==> src/rtl/trb_mem_scheduler_pkg.sv <==
// Shared types and sizing for the trace RAM scheduler.
// The ring-pointer increment helper lives here so every pointer wraps the same way.
package trb_mem_scheduler_pkg;

    localparam int unsigned TRB_WIDTH      = 16;
    localparam int unsigned TRB_DEPTH      = 16;
    localparam int unsigned TRB_ADDR_WIDTH = $clog2(TRB_DEPTH);

    typedef enum logic [1:0] {
        P0LogWr = 2'd0,
        P1LogRd = 2'd1,
        P2IfWr  = 2'd2,
        P3IfRd  = 2'd3
    } sched_phase_t;

    typedef enum logic [1:0] {
        StReset = 2'd0,
        StClear = 2'd1,
        StRun   = 2'd2
    } sched_state_t;

    localparam logic [1:0] MODE_TRACE     = 2'd0;
    localparam logic [1:0] MODE_R_STREAM  = 2'd1;
    localparam logic [1:0] MODE_RW_STREAM = 2'd2;
    localparam logic [1:0] MODE_OTHER     = 2'd3;

    // Increment with one guard bit, then truncate: wraps mod TRB_DEPTH.
    function automatic logic [TRB_ADDR_WIDTH-1:0] ptr_inc(input logic [TRB_ADDR_WIDTH-1:0] p);
        logic [TRB_ADDR_WIDTH:0] sum;
        sum = {1'b0, p} + (TRB_ADDR_WIDTH+1)'(1);
        return sum[TRB_ADDR_WIDTH-1:0];
    endfunction

endpackage

==> src/rtl/trb_mem_scheduler_ring_ptr.sv <==
// Wrapping RAM pointer with increment, load and a configurable reset value.
// Load together with increment lands one past the loaded address.
module trb_ring_ptr
    import trb_mem_scheduler_pkg::*;
#(
    parameter logic [TRB_ADDR_WIDTH-1:0] ResetVal = '0
) (
    input  logic                      CLK_I,
    input  logic                      RST_I,
    input  logic                      INC_I,
    input  logic                      LOAD_I,
    input  logic [TRB_ADDR_WIDTH-1:0] LOAD_VAL_I,
    output logic [TRB_ADDR_WIDTH-1:0] PTR_O
);

    logic [TRB_ADDR_WIDTH-1:0] ptr_q, ptr_d;

    always_comb begin
        ptr_d = ptr_q;
        if (LOAD_I) begin
            ptr_d = INC_I ? ptr_inc(LOAD_VAL_I) : LOAD_VAL_I;
        end else if (INC_I) begin
            ptr_d = ptr_inc(ptr_q);
        end
    end

    always_ff @(posedge CLK_I or posedge RST_I) begin
        if (RST_I) begin
            ptr_q <= ResetVal;
        end else begin
            ptr_q <= ptr_d;
        end
    end

    assign PTR_O = ptr_q;

endmodule

==> src/rtl/trb_mem_scheduler.sv <==
// Four-slot TDM scheduler and host pointer guard for the shared single-port trace RAM.
// Define TRB_MEM_SCHED_CLEAR_EN to zero the RAM after reset before entering RUN.
module trb_mem_scheduler
    import trb_mem_scheduler_pkg::*;
(
    input  logic                      CLK_I,
    input  logic                      RST_I,
    input  logic [1:0]                MODE_I,
    input  logic                      TRG_DELAYED_I,
    output logic                      RW_TURN_O,
    output logic                      WRITE_ALLOW_O,
    output logic                      READ_ALLOW_O,
    input  logic                      LOG_WRITE_I,
    input  logic [TRB_ADDR_WIDTH-1:0] LOG_WRITE_PTR_I,
    input  logic [TRB_WIDTH-1:0]      LOG_DATA_I,
    input  logic [TRB_ADDR_WIDTH-1:0] LOG_READ_PTR_I,
    output logic [TRB_WIDTH-1:0]      LOG_DATA_O,
    input  logic                      IF_WRITE_I,
    input  logic [TRB_WIDTH-1:0]      IF_DATA_I,
    output logic                      IF_WRITE_ACK_O,
    input  logic                      IF_READ_I,
    output logic [TRB_WIDTH-1:0]      IF_DATA_O,
    output logic                      IF_READ_ACK_O,
    output logic                      MEM_WE_O,
    output logic [TRB_ADDR_WIDTH-1:0] MEM_ADDR_O,
    output logic [TRB_WIDTH-1:0]      MEM_WDATA_O,
    input  logic [TRB_WIDTH-1:0]      MEM_RDATA_I,
    output logic                      BUSY_O
);

    localparam logic [TRB_ADDR_WIDTH-1:0] RdPtrInit = TRB_ADDR_WIDTH'(TRB_DEPTH / 2 - 1);

    sched_state_t              state_q;
    sched_phase_t              phase_q;
    logic                      trg_q;
    logic                      wr_ack_q, rd_ack_q;
    logic [TRB_WIDTH-1:0]      if_rdata_q;
`ifdef TRB_MEM_SCHED_CLEAR_EN
    logic [TRB_ADDR_WIDTH-1:0] clr_addr_q;
`endif

    logic [TRB_ADDR_WIDTH-1:0] if_wr_ptr, if_rd_ptr, if_rd_addr;
    logic run, rw_mode, trace_mode, trg_rise;
    logic log_wr_ok, log_rd_ok, if_rd_valid, if_wr_go, if_rd_go;

    assign run        = (state_q == StRun);
    assign rw_mode    = (MODE_I == MODE_RW_STREAM);
    assign trace_mode = (MODE_I == MODE_TRACE);
    assign trg_rise   = trace_mode & TRG_DELAYED_I & ~trg_q;

    // Each side must not step onto the slot the other side still owns.
    assign log_wr_ok   = rw_mode ? (ptr_inc(LOG_WRITE_PTR_I) != if_rd_ptr) : 1'b1;
    assign log_rd_ok   = rw_mode ? (LOG_READ_PTR_I != if_wr_ptr) : 1'b1;
    assign if_rd_valid = trace_mode ? TRG_DELAYED_I : (if_rd_ptr != LOG_WRITE_PTR_I);

    // A trigger edge landing in the host read slot reads the freshly loaded oldest word.
    assign if_rd_addr = trg_rise ? LOG_WRITE_PTR_I : if_rd_ptr;

    assign if_wr_go = run & (phase_q == P2IfWr) & IF_WRITE_I
                      & (ptr_inc(if_wr_ptr) != LOG_READ_PTR_I);
    assign if_rd_go = run & (phase_q == P3IfRd) & IF_READ_I & if_rd_valid;

    trb_ring_ptr #(
        .ResetVal ('0)
    ) u_if_wr_ptr (
        .CLK_I      (CLK_I),
        .RST_I      (RST_I),
        .INC_I      (if_wr_go),
        .LOAD_I     (1'b0),
        .LOAD_VAL_I ('0),
        .PTR_O      (if_wr_ptr)
    );

    trb_ring_ptr #(
        .ResetVal (RdPtrInit)
    ) u_if_rd_ptr (
        .CLK_I      (CLK_I),
        .RST_I      (RST_I),
        .INC_I      (if_rd_go),
        .LOAD_I     (run & trg_rise),
        .LOAD_VAL_I (LOG_WRITE_PTR_I),
        .PTR_O      (if_rd_ptr)
    );

    always_comb begin
        RW_TURN_O     = 1'b0;
        WRITE_ALLOW_O = 1'b0;
        READ_ALLOW_O  = 1'b0;
        LOG_DATA_O    = '0;
        MEM_WE_O      = 1'b0;
        MEM_ADDR_O    = '0;
        MEM_WDATA_O   = '0;
`ifdef TRB_MEM_SCHED_CLEAR_EN
        if (state_q == StClear) begin
            MEM_WE_O   = 1'b1;
            MEM_ADDR_O = clr_addr_q;
        end
`endif
        if (run) begin
            unique case (phase_q)
                P0LogWr: begin
                    RW_TURN_O     = 1'b1;
                    WRITE_ALLOW_O = log_wr_ok;
                    MEM_WE_O      = LOG_WRITE_I & log_wr_ok;
                    MEM_ADDR_O    = LOG_WRITE_PTR_I;
                    MEM_WDATA_O   = LOG_DATA_I;
                end
                P1LogRd: begin
                    READ_ALLOW_O = log_rd_ok;
                    MEM_ADDR_O   = LOG_READ_PTR_I;
                    LOG_DATA_O   = MEM_RDATA_I;
                end
                P2IfWr: begin
                    MEM_WE_O    = if_wr_go;
                    MEM_ADDR_O  = if_wr_ptr;
                    MEM_WDATA_O = IF_DATA_I;
                end
                P3IfRd: begin
                    MEM_ADDR_O = if_rd_addr;
                end
                default: ;
            endcase
        end
    end

    always_ff @(posedge CLK_I or posedge RST_I) begin
        if (RST_I) begin
            state_q    <= StReset;
            phase_q    <= P0LogWr;
            trg_q      <= 1'b0;
            wr_ack_q   <= 1'b0;
            rd_ack_q   <= 1'b0;
            if_rdata_q <= '0;
`ifdef TRB_MEM_SCHED_CLEAR_EN
            clr_addr_q <= '0;
`endif
        end else begin
            trg_q    <= TRG_DELAYED_I;
            wr_ack_q <= if_wr_go;
            rd_ack_q <= if_rd_go;
            if (if_rd_go) begin
                if_rdata_q <= MEM_RDATA_I;
            end
            unique case (state_q)
                StReset: begin
`ifdef TRB_MEM_SCHED_CLEAR_EN
                    state_q    <= StClear;
                    clr_addr_q <= '0;
`else
                    state_q    <= StRun;
`endif
                    phase_q <= P0LogWr;
                end
                StClear: begin
`ifdef TRB_MEM_SCHED_CLEAR_EN
                    clr_addr_q <= ptr_inc(clr_addr_q);
                    if (&clr_addr_q) begin
                        state_q <= StRun;
                        phase_q <= P0LogWr;
                    end
`else
                    state_q <= StRun;
                    phase_q <= P0LogWr;
`endif
                end
                StRun: begin
                    phase_q <= sched_phase_t'(phase_q + 2'd1);
                end
                default: begin
                    state_q <= StReset;
                end
            endcase
        end
    end

    assign IF_WRITE_ACK_O = wr_ack_q;
    assign IF_READ_ACK_O  = rd_ack_q;
    assign IF_DATA_O      = if_rdata_q;
    assign BUSY_O         = ~run;

endmodule

==> config.mk <==
export PLATFORM = sky130hd
export DESIGN_NAME = trb_mem_scheduler
export DESIGN_NICKNAME = d
export VERILOG_FILES = /design/src/rtl/trb_mem_scheduler_pkg.sv /design/src/rtl/trb_mem_scheduler_ring_ptr.sv /design/src/rtl/trb_mem_scheduler.sv
export SDC_FILE = /design/constraint.sdc
export NUM_CORES = 1
export LEC_CHECK = 0
export BUFFER_PORTS_ARGS = -buffer_cell sky130_fd_sc_hd__clkbuf_2
export CAP_MARGIN = 20
export CORE_MARGIN = 1
export CORE_UTILIZATION = 43
export DETAILED_ROUTE_END_ITERATION = 8
export MAX_ROUTING_LAYER = met4
export PLACE_DENSITY = 0.86
export SLEW_MARGIN = 30
export SYNTH_ARGS = -nofsm -noshare
export SYNTH_HDL_FRONTEND = slang
export SYNTH_SLANG_ARGS = --single-unit
==> constraint.sdc <==
create_clock -name CLK_I -period 1.9 [get_ports CLK_I]
set_input_delay 0.19 -clock CLK_I [delete_from_list [all_inputs] [get_ports CLK_I]]
set_output_delay 0.19 -clock CLK_I [all_outputs]
set_load 0.005 [all_outputs]
Word level (Yosys, flattened, before mapping)
Cells that the tools add are included. W data, S select, Z words.

Add/sub/neg operators: 4. $mul: 0. Div/mod/pow operators: 0. Order comparisons: 0. Eq/ne operators: 10. Shift-type cells: 0. Mux-type cells: 23. Bitwise logic cells: 12. Reduce and logical (&&, ||, !) cells: 6.

Operators with widths (number): $mux W16 (3); $pmux W16 S2 (1); $mux W4 (5); $ne A4 B4 Y1 (4); $pmux W4 S4 (1); $add A4 B1 Y4 const B (3); $and A1 B1 Y1 (10); $mux W1 (10); $eq A2 B2 Y1 const B (4); $pmux W2 S2 (2); $logic_not A2 Y1 (3); $eq A2 B1 Y1 const B (2); $reduce_bool A2 Y1 (2); $add A2 B1 Y2 const B (1); $not A1 Y1 (2); $pmux W1 S2 (1); $reduce_or A2 Y1 (1).

Register bits: 31. Latch bits: 0. Bits in writable memories: 0. Bits in read-only memories: 0. Bits of input ports: 64. Logic and storage cells: 63. Memories kept: 0.

Depth between registers and ports, before layout
Gate-level depths: netlist (run 1).

Depth after elaboration: 6. Gate-level depth with buffers: 7. Depth with buffers taken out: 6.

Hierarchy
Synthesis (run 1) repeated with hierarchy kept, for this count alone.

Cells, all modules: 192. Area total of the unflattened synthesis: 2113.3 um2.

Modules (own cells, without submodules): trb_mem_scheduler (instances 1, cells each 148, area each 1594.0 um2); trb_ring_ptr (u_if_rd_ptr) (instances 1, cells each 22, area each 261.5 um2); trb_ring_ptr (u_if_wr_ptr) (instances 1, cells each 22, area each 257.7 um2).

Least setup slack after synthesis (run 1)
No wires, ideal clock.

Path type: register to output. Start point: register phase_q[0]. End point: output MEM_WDATA_O[10]. Arrival: 1609 ps. Setup slack: 101 ps. Stages on the path, launching flop included: 7. Path through: dfrtp_1 > inv_1 > ha_1 > clkinv_1 > nor2_1 > clkbuf_1 > a22o_1.

Word-level cells in the longest chain between the ends: 3.

RTL lines: start: declaration (line trb_mem_scheduler.sv:34) `sched_phase_t phase_q;`; start signal: assignment (line trb_mem_scheduler.sv:129) `phase_q <= P0LogWr;`; start signal: assignment (line trb_mem_scheduler.sv:152) `phase_q <= P0LogWr;`; start signal: assignment (line trb_mem_scheduler.sv:163) `phase_q <= P0LogWr;`; $eq A2 B2 Y1 or $logic_not A2 Y1 (tied branches) (line trb_mem_scheduler.sv:100) `unique case (phase_q)`; $pmux W16 S2 * (line trb_mem_scheduler.sv:100); $mux W16 * (line trb_mem_scheduler.sv:99) `if (run) begin`; end: declaration (line trb_mem_scheduler.sv:26) `output logic [TRB_WIDTH-1:0] MEM_WDATA_O,`.

Mark *: on every way between the ends. The rest lies on a longest branch, timed or not.

Worst setup path in the final report (run 1)
Start point: register u_if_rd_ptr.ptr_q[3] (netlist: u_if_rd_ptr.PTR_O[3]). End point: output MEM_WE_O.

Word-level cells in the longest chain between the ends: 5.

RTL lines: start: declaration (line trb_mem_scheduler_ring_ptr.sv:16) `logic [TRB_ADDR_WIDTH-1:0] ptr_q, ptr_d;`; start signal: assignment (line trb_mem_scheduler_ring_ptr.sv:29) `ptr_q <= ResetVal;`; start signal: assignment (line trb_mem_scheduler_ring_ptr.sv:31) `ptr_q <= ptr_d;`; $ne A4 B4 Y1 (line trb_mem_scheduler.sv:52) `assign log_wr_ok = rw_mode ? (ptr_inc(LOG_WRITE_PTR_I) != if_rd_ptr) : 1'b1;`; $mux W1 (line trb_mem_scheduler.sv:52); $and A1 B1 Y1 (line trb_mem_scheduler.sv:104) `MEM_WE_O = LOG_WRITE_I & log_wr_ok;`; $pmux W1 S2 (line trb_mem_scheduler.sv:100); $mux W1 (line trb_mem_scheduler.sv:99); end: declaration (line trb_mem_scheduler.sv:24) `output logic MEM_WE_O,`.

Every way passes these cells.

==> reports/qor.csv, run 1 <==
metric,value,unit
status,"finished, violations left",
violations,negative setup slack,
total_core_area,0.004324,sq mm
number_of_pins_with_negative_max_slew_slack_in_the_final_report,0,
largest_net_degree_at_the_start_of_global_routing,21,
antenna_violating_nets_post_route,0,
nFillCells,370,
synthFlopType,sky130_fd_sc_hd__dfrtp_1,
crit_required,1.71,ns
clkLatencyLatePin,0.27,ns
grt-ovfl-total,0,
max_clock_skew,0.002919,ns
min_period_over_period,105.4,%
final.setup.tns,-0.1263,ns
cts_htree_levels,2,
synthArstFlopShare,100.0,%
postSynthCellCount,188,
critical_path.cell_chain,xnor2_1 > xnor2_1 > a311oi_2 > a21o_1 > clkbuf_2,
worst_hold_startpoint,TRG_DELAYED_I,
detailedRoute.firstIterationViolations,91,
setup_repair_after_global_routing_missed_its_margin,yes,
whs_path_depth,1,
setup_slack_of_the_worst_register_to_register_path,0.02,ns
worst_ir_drop_vdd,0.0005614,V
reg2reg_from,u_if_rd_ptr.PTR_O[2],
worstSetupStartpointType,flip-flop,
synth.yosys.seq_area_share,39.08,%
power_density,865.6,mW/mm^2
viasPerCell,5.176,
syn_area_per_cell,10.27,sq um
sequential_cell_area,754.5,sq um
timing.critical_path.mode_cell,sky130_fd_sc_hd__xnor2_1,
cap_violations,0,
pre_cts_ws,0.1223,ns
crit_buf_inv,1,
timing_worst_slew_pin_value,0.6040,ns
worst_path_largest_cell_delay,0.45,ns
grt_first_pass_wirelength,8742,um
wire_per_inst,14.62,um
layout-drive-gt1-share,55.62,%
num_vias,1972,
path_clk_slew,0.06,ns
critPathKind,reg2out,
tritoncts,built,
port-buffer-count,122,
worst_hold_path_type,in2reg,
cts_root_buffer,sky130_fd_sc_hd__clkbuf_8,
finalWeightedCongestion,0.8895,
start_util,44.65,%
total_power,2.529,mW
post-route-min-period,2.003,ns
grt_antenna_before_repair,0,
critical_path.slowest_cell,sky130_fd_sc_hd__dfrtp_1,
fin_nets,399,
die-width,69.01,um
mostFrequentLayoutCell,sky130_fd_sc_hd__clkbuf_2,
timing.critical_path.to_type,output port,
timing.final.setup_violations,2,
synth_nets,259,
drtPass1Iterations,4,
synth_enable_flop_cells,0,
fmax_achieved,499.3,MHz
multi_input_comb_area,0.001187,sq mm
number_of_buffers_inserted_during_clock_tree_synthesis,5,
floorplan.rows,24,
critical_path_arrival,1.81,ns
total_count_of_hold_check_failures_in_the_final_report,0,
grt_usage,22.81,%
max-slew-margin-rel,59.69,%
yosysUniqueCellTypes,36,
r2r_cells,6,
setup_ws,-0.1028,ns
drc,0,
ys_seq_elements,30,
areaGrowthSynthToFinish,51.33,%
path_delay_family,XOR/XNOR gates,
ys_warn_count,0,
top_level_ports,123,
power_leakage,1.649,nW
reg2reg_to,IF_DATA_O[2],
cts_max_path_buffers,2,
hold_slack,0.08176,ns
layout.cells.most_common_list,"sky130_fd_sc_hd__clkbuf_2, sky130_fd_sc_hd__dfrtp_1, sky130_fd_sc_hd__and3_1, sky130_fd_sc_hd__a22o_1",
syn-cell-area,0.001931,sq mm
design.die.area,0.004762,sq mm
cp_max_fo,3,
routed_wl,5570,um
die_h,69.01,um
clock_sinks,30,
place.detailed.hpwl,4057,um
grt_pass1_vias,1898,
whs_endpoint,trg_q,
count_of_inserted_antenna_diode_cells,0,
stage by stage:
stage,utilization (%),area [sq um],instances
floorplan,-,1931,188
global placement,61.78,2671,364
detailed placement,61.78,2671,364
CTS,64.84,2804,375
global route,67.56,2922,381
finish,67.56,2922,381
cell type report:
class	instances	share of cell area [%]
Timing Repair Buffer	143	27.19
Multi-Input combinational cell	141	40.64
Sequential cell	30	25.82
Inverter	7	0.9850
Tap cell	52	2.227
Clock buffer	7	2.955
Clock inverter	1	0.1713
worst reg2reg max path, stage by stage (launching register included):
cell	delay, ns
sky130_fd_sc_hd__dfstp_2	0.57
sky130_fd_sc_hd__xor2_2	0.09
sky130_fd_sc_hd__buf_4	0.13
sky130_fd_sc_hd__nand4b_1	0.22
sky130_fd_sc_hd__o21ai_2	0.21
sky130_fd_sc_hd__buf_12	0.18
sky130_fd_sc_hd__mux2_2	0.36
what timing repair did:
action,CTS,global route
gates cloned,0,1
pin swaps,3,6
endpoints found under the setup margin,21,23
hold buffers,1,0
buffers inserted,2,5
hold endpoints to repair,10,0
resized for setup,3,27
how the worst max path moves through the flow:
stage	from	endpoint	slack, ns	depth (start not counted)
after global placement	u_if_wr_ptr.PTR_O[0]	MEM_WE_O	0.15	6
after CTS	u_if_wr_ptr.PTR_O[1]	MEM_WE_O	-0.07	6
after floorplan	phase_q[0]	MEM_WDATA_O[10]	0.10	6
after detailed placement	u_if_wr_ptr.PTR_O[0]	MEM_WE_O	0.12	6
final	u_if_rd_ptr.PTR_O[3]	MEM_WE_O	-0.10	5
after global routing	u_if_rd_ptr.PTR_O[3]	MEM_WE_O	-0.15	5
cells by family (layout without fill, tap and decap cells):
kind of cell	after synthesis	in the layout	synth area share, %
AOI/OAI and AO/OA	47	47	17.56
and+or+nand+nor	43	43	12.96
DFF	30	30	39.08
xor gates and xnor gates	22	22	9.980
muxes	21	21	12.18
buffers and inverters	17	158	3.499
adders and majority gates	7	7	4.536
other	1	1	0.1942
registers in the layout (all words and copies together) (netlist names):
register	flops
u_if_rd_ptr.PTR_O	4
state_q	1
IF_DATA_O	16
IF_WRITE_ACK_O	1
IF_READ_ACK_O	1
phase_q	2
trg_q	1
u_if_wr_ptr.PTR_O	4
power by group:
part	switching, mW	internal (mW)	leakage (nW)	total, mW
sequential	0.150	0.827	0.379	0.977
clock	0.227	0.292	0.0482	0.518
combinational	0.450	0.584	1.22	1.03
total	0.827	1.70	1.65	2.53
metal layers:
| metal | vias to the layer above | GRT usage [%] | part of all wire [%] |
|---|---|---|---|
| met5 | - | - | 0 |
| met4 | 0 | 4.082 | 0.56 |
| met3 | 4 | 4.240 | 4.4 |
| met2 | 53 | 37.76 | 51 |
| met1 | 952 | 29.48 | 44 |
| li1 | 963 | - | - |
cell usage after synthesis (3+ instances only):
| master | n | area, sq um |
|---|---|---|
| sky130_fd_sc_hd__inv_1 | 6 | 22.52 |
| sky130_fd_sc_hd__a22o_1 | 16 | 140.1 |
| sky130_fd_sc_hd__ha_1 | 7 | 87.58 |
| sky130_fd_sc_hd__nand3_1 | 3 | 15.01 |
| sky130_fd_sc_hd__dfstp_2 | 3 | 78.83 |
| sky130_fd_sc_hd__a21oi_1 | 5 | 25.02 |
| sky130_fd_sc_hd__clkbuf_1 | 7 | 26.28 |
| sky130_fd_sc_hd__mux2i_1 | 4 | 40.04 |
| sky130_fd_sc_hd__mux2_2 | 15 | 168.9 |
| sky130_fd_sc_hd__nand2_1 | 8 | 30.03 |
| sky130_fd_sc_hd__xor2_1 | 12 | 105.1 |
| sky130_fd_sc_hd__dfrtp_1 | 27 | 675.7 |
| sky130_fd_sc_hd__buf_2 | 3 | 15.01 |
| sky130_fd_sc_hd__o21ai_0 | 13 | 65.06 |
| sky130_fd_sc_hd__a22oi_1 | 4 | 30.03 |
| sky130_fd_sc_hd__o211ai_1 | 3 | 22.52 |
| sky130_fd_sc_hd__xnor2_1 | 10 | 87.58 |
| sky130_fd_sc_hd__nor2_1 | 4 | 15.01 |
| sky130_fd_sc_hd__and3_1 | 18 | 112.6 |
No activity file was read; power rests on OpenSTA's default activity.
==> run 2: changes to the inputs <==
- SETUP_SLACK_MARGIN: default -> 0.15
==> reports/qor.csv, run 2 (synthesized netlist as in run 1, its figures left out) <==
metric,value,unit,change
crit_required,1.71,ns,about the same
layout.cells.most_common_list,"sky130_fd_sc_hd__clkbuf_2, sky130_fd_sc_hd__buf_6, sky130_fd_sc_hd__dfrtp_1, sky130_fd_sc_hd__buf_4",,
total_count_of_hold_check_failures_in_the_final_report,0,,unchanged
grt-ovfl-total,0,,unchanged
sequential_cell_area,757.0,sq um,+0.33%
drtPass1Iterations,4,,unchanged
wire_per_inst,22.70,um,+55%
number_of_flip_flops_in_the_largest_register,16,,unchanged
detailedRoute.firstIterationViolations,242,,+170%
fmax_achieved,481.0,MHz,-3.7%
worstSetupStartpointType,flip-flop,,
worst_hold_path_type,in2reg,,
post-route-min-period,2.079,ns,+0.07612 ns
place.detailed.hpwl,4374,um,+7.8%
max_clock_skew,0.007049,ns,+0.004130 ns
finalWeightedCongestion,0.8667,,-2.6%
areaGrowthSynthToFinish,91.25,%,
power_frac_clock,18.6,%,-1.9 points
number_of_pins_with_negative_max_slew_slack_in_the_final_report,0,,unchanged
worst_ir_drop_vdd,0.0006844,V,+22%
cts_max_path_buffers,2,,unchanged
viasPerCell,6.005,,+16%
timing.critical_path.to_type,output port,,
die_h,69.01,um,unchanged
final_core_utilization,85.39,%,+18 points
p_switching,1.132,mW,+37%
cp_max_fo,3,,unchanged
cts_root_buffer,sky130_fd_sc_hd__clkbuf_8,,
setup_repair_after_global_routing_missed_its_margin,yes,,
count_of_inserted_antenna_diode_cells,0,,unchanged
top_level_ports,123,,unchanged
cts_htree_levels,2,,unchanged
power_leakage,1.956,nW,+19%
routed_wl,9421,um,+69%
clkLatencyLatePin,0.29,ns,+0.02 ns
max-slew-margin-rel,56.07,%,-3.6 points
grt_usage,30.38,%,+7.6 points
floorplan.rows,24,,unchanged
grt_first_pass_wirelength,11030,um,+26%
tritoncts,built,,
status,"finished, violations left",,
start_util,44.65,%,unchanged
pre_cts_ws,0.08787,ns,-0.03442 ns
critPathKind,reg2out,,
cap_violations,0,,unchanged
violations,negative setup slack,,
nFillCells,218,,-41%
design.die.area,0.004762,sq mm,unchanged
setup_ws,-0.1789,ns,-0.07612 ns
largest_net_degree_at_the_start_of_global_routing,18,,-14%
seq_power_share,32.0,%,-6.6 points
min_period_over_period,109.4,%,+4.0 points
finish.instance_area,0.003692,sq mm,+26%
fin_nets,433,,+8.5%
critical_path_arrival,1.89,ns,+0.08 ns
num_vias,2492,,+26%
timing_worst_slew_pin_value,0.6583,ns,+0.05433 ns
drc,0,,unchanged
total_core_area,0.004324,sq mm,unchanged
standard_cell_area_after_detailed_placement,0.002696,sq mm,+0.94%
power_density,842.3,mW/mm^2,-2.7%
combPwrFrac,49.4,%,+8.5 points
sw_frac_of_total,36.41,%,+3.7 points
clock_sinks,30,,unchanged
total_power,3.110,mW,+23%
cellInternalPower,1.978,mW,+16%
die-width,69.01,um,unchanged
timing.final.setup_violations,13,,+11
multi_input_comb_area,0.001466,sq mm,+23%
grt_pass1_vias,2263,,+19%
layout-drive-gt1-share,71.63,%,+16 points
antenna_violating_nets_post_route,0,,unchanged
path_clk_slew,0.07,ns,about the same
number_of_buffers_inserted_during_clock_tree_synthesis,5,,unchanged
grt_antenna_before_repair,0,,unchanged
port-buffer-count,122,,unchanged
hold_slack,0.06695,ns,-0.01481 ns
mostFrequentLayoutCell,sky130_fd_sc_hd__clkbuf_2,,
run 2: cell count changes in the layout (fill, tap and decap cells not counted), sizes merged:
cell,previous run,this run
clkbuf,126,111
clkinvlp,0,1
inv,7,6
buf,23,71
clkinv,1,2
run 2: worst max-delay path, cell delays in order (launching register included):
cell	delay, ns
sky130_fd_sc_hd__dfrtp_1	0.47
sky130_fd_sc_hd__xor2_2	0.31
sky130_fd_sc_hd__xnor2_1	0.13
sky130_fd_sc_hd__o311a_4	0.39
sky130_fd_sc_hd__a21o_1	0.17
sky130_fd_sc_hd__clkbuf_2	0.12
run 2: path summary, 6_finish.rpt:
| kind | from | endpoint | slack (ns) | cells after the start |
|---|---|---|---|---|
| min in group asynchronous | RST_I | phase_q[0] | 0.56 | 3 |
| setup / recovery | u_if_wr_ptr.PTR_O[3] | MEM_WE_O | -0.18 | 5 |
| hold / removal | TRG_DELAYED_I | trg_q | 0.07 | 1 |
| setup reg to reg | u_if_rd_ptr.PTR_O[1] | u_if_rd_ptr.PTR_O[2] | -0.13 | 9 |
| hold reg to reg | IF_DATA_O[14] | IF_DATA_O[14] | 0.53 | 1 |
| max in group asynchronous | RST_I | IF_DATA_O[13] | 0.66 | 4 |
run 2: area by class of cell:
type / instances / share of cell area (%)
Multi-Input combinational cell: 141 / 39.72
Clock buffer: 6 / 2.237
Tap cell: 52 / 1.762
Clock inverter: 2 / 0.3389
Inverter: 7 / 0.8472
Timing Repair Buffer: 177 / 34.60
Sequential cell: 30 / 20.50
run 2: power groups by stage:
| stage | logic [mW] | registers, mW | clock network (mW) |
|---|---|---|---|
| floorplan | 0.492 | 0.965 | 0 |
| global placement | 0.866 | 0.959 | 0 |
| detailed placement | 0.903 | 0.970 | 0 |
| CTS | 1.26 | 0.961 | 0.554 |
| global route | 1.61 | 1.00 | 0.602 |
| finish | 1.54 | 0.996 | 0.578 |
run 2: layer usage:
metal | track usage (%) | part of all wire [%] | up-vias | wire length [um]
met5 | - | 0 | - | 0
met1 | 32.39 | 34 | 1172 | 3189
met3 | 5.263 | 9.3 | 59 | 874
met4 | 15.65 | 6.5 | 0 | 617
met2 | 53.61 | 50 | 226 | 4739
li1 | - | - | 1035 | -
run 2: what timing repair did:
action                                 in CTS  in global routing
pin swaps                                  27                 30
buffers inserted                           26                  6
hold buffers                                1                  0
resized for setup                          65                 70
cloned                                      5                  2
endpoints found under the hold margin      11                  0
setup endpoints to repair                  34                 65
run 2: through the flow:
step                      cells  TNS (ns)
after floorplan             188         0
after global placement      367         0
after detailed placement    367         0
after CTS                   407  -0.05077
after global routing        415    -1.813
final                       415   -0.6982
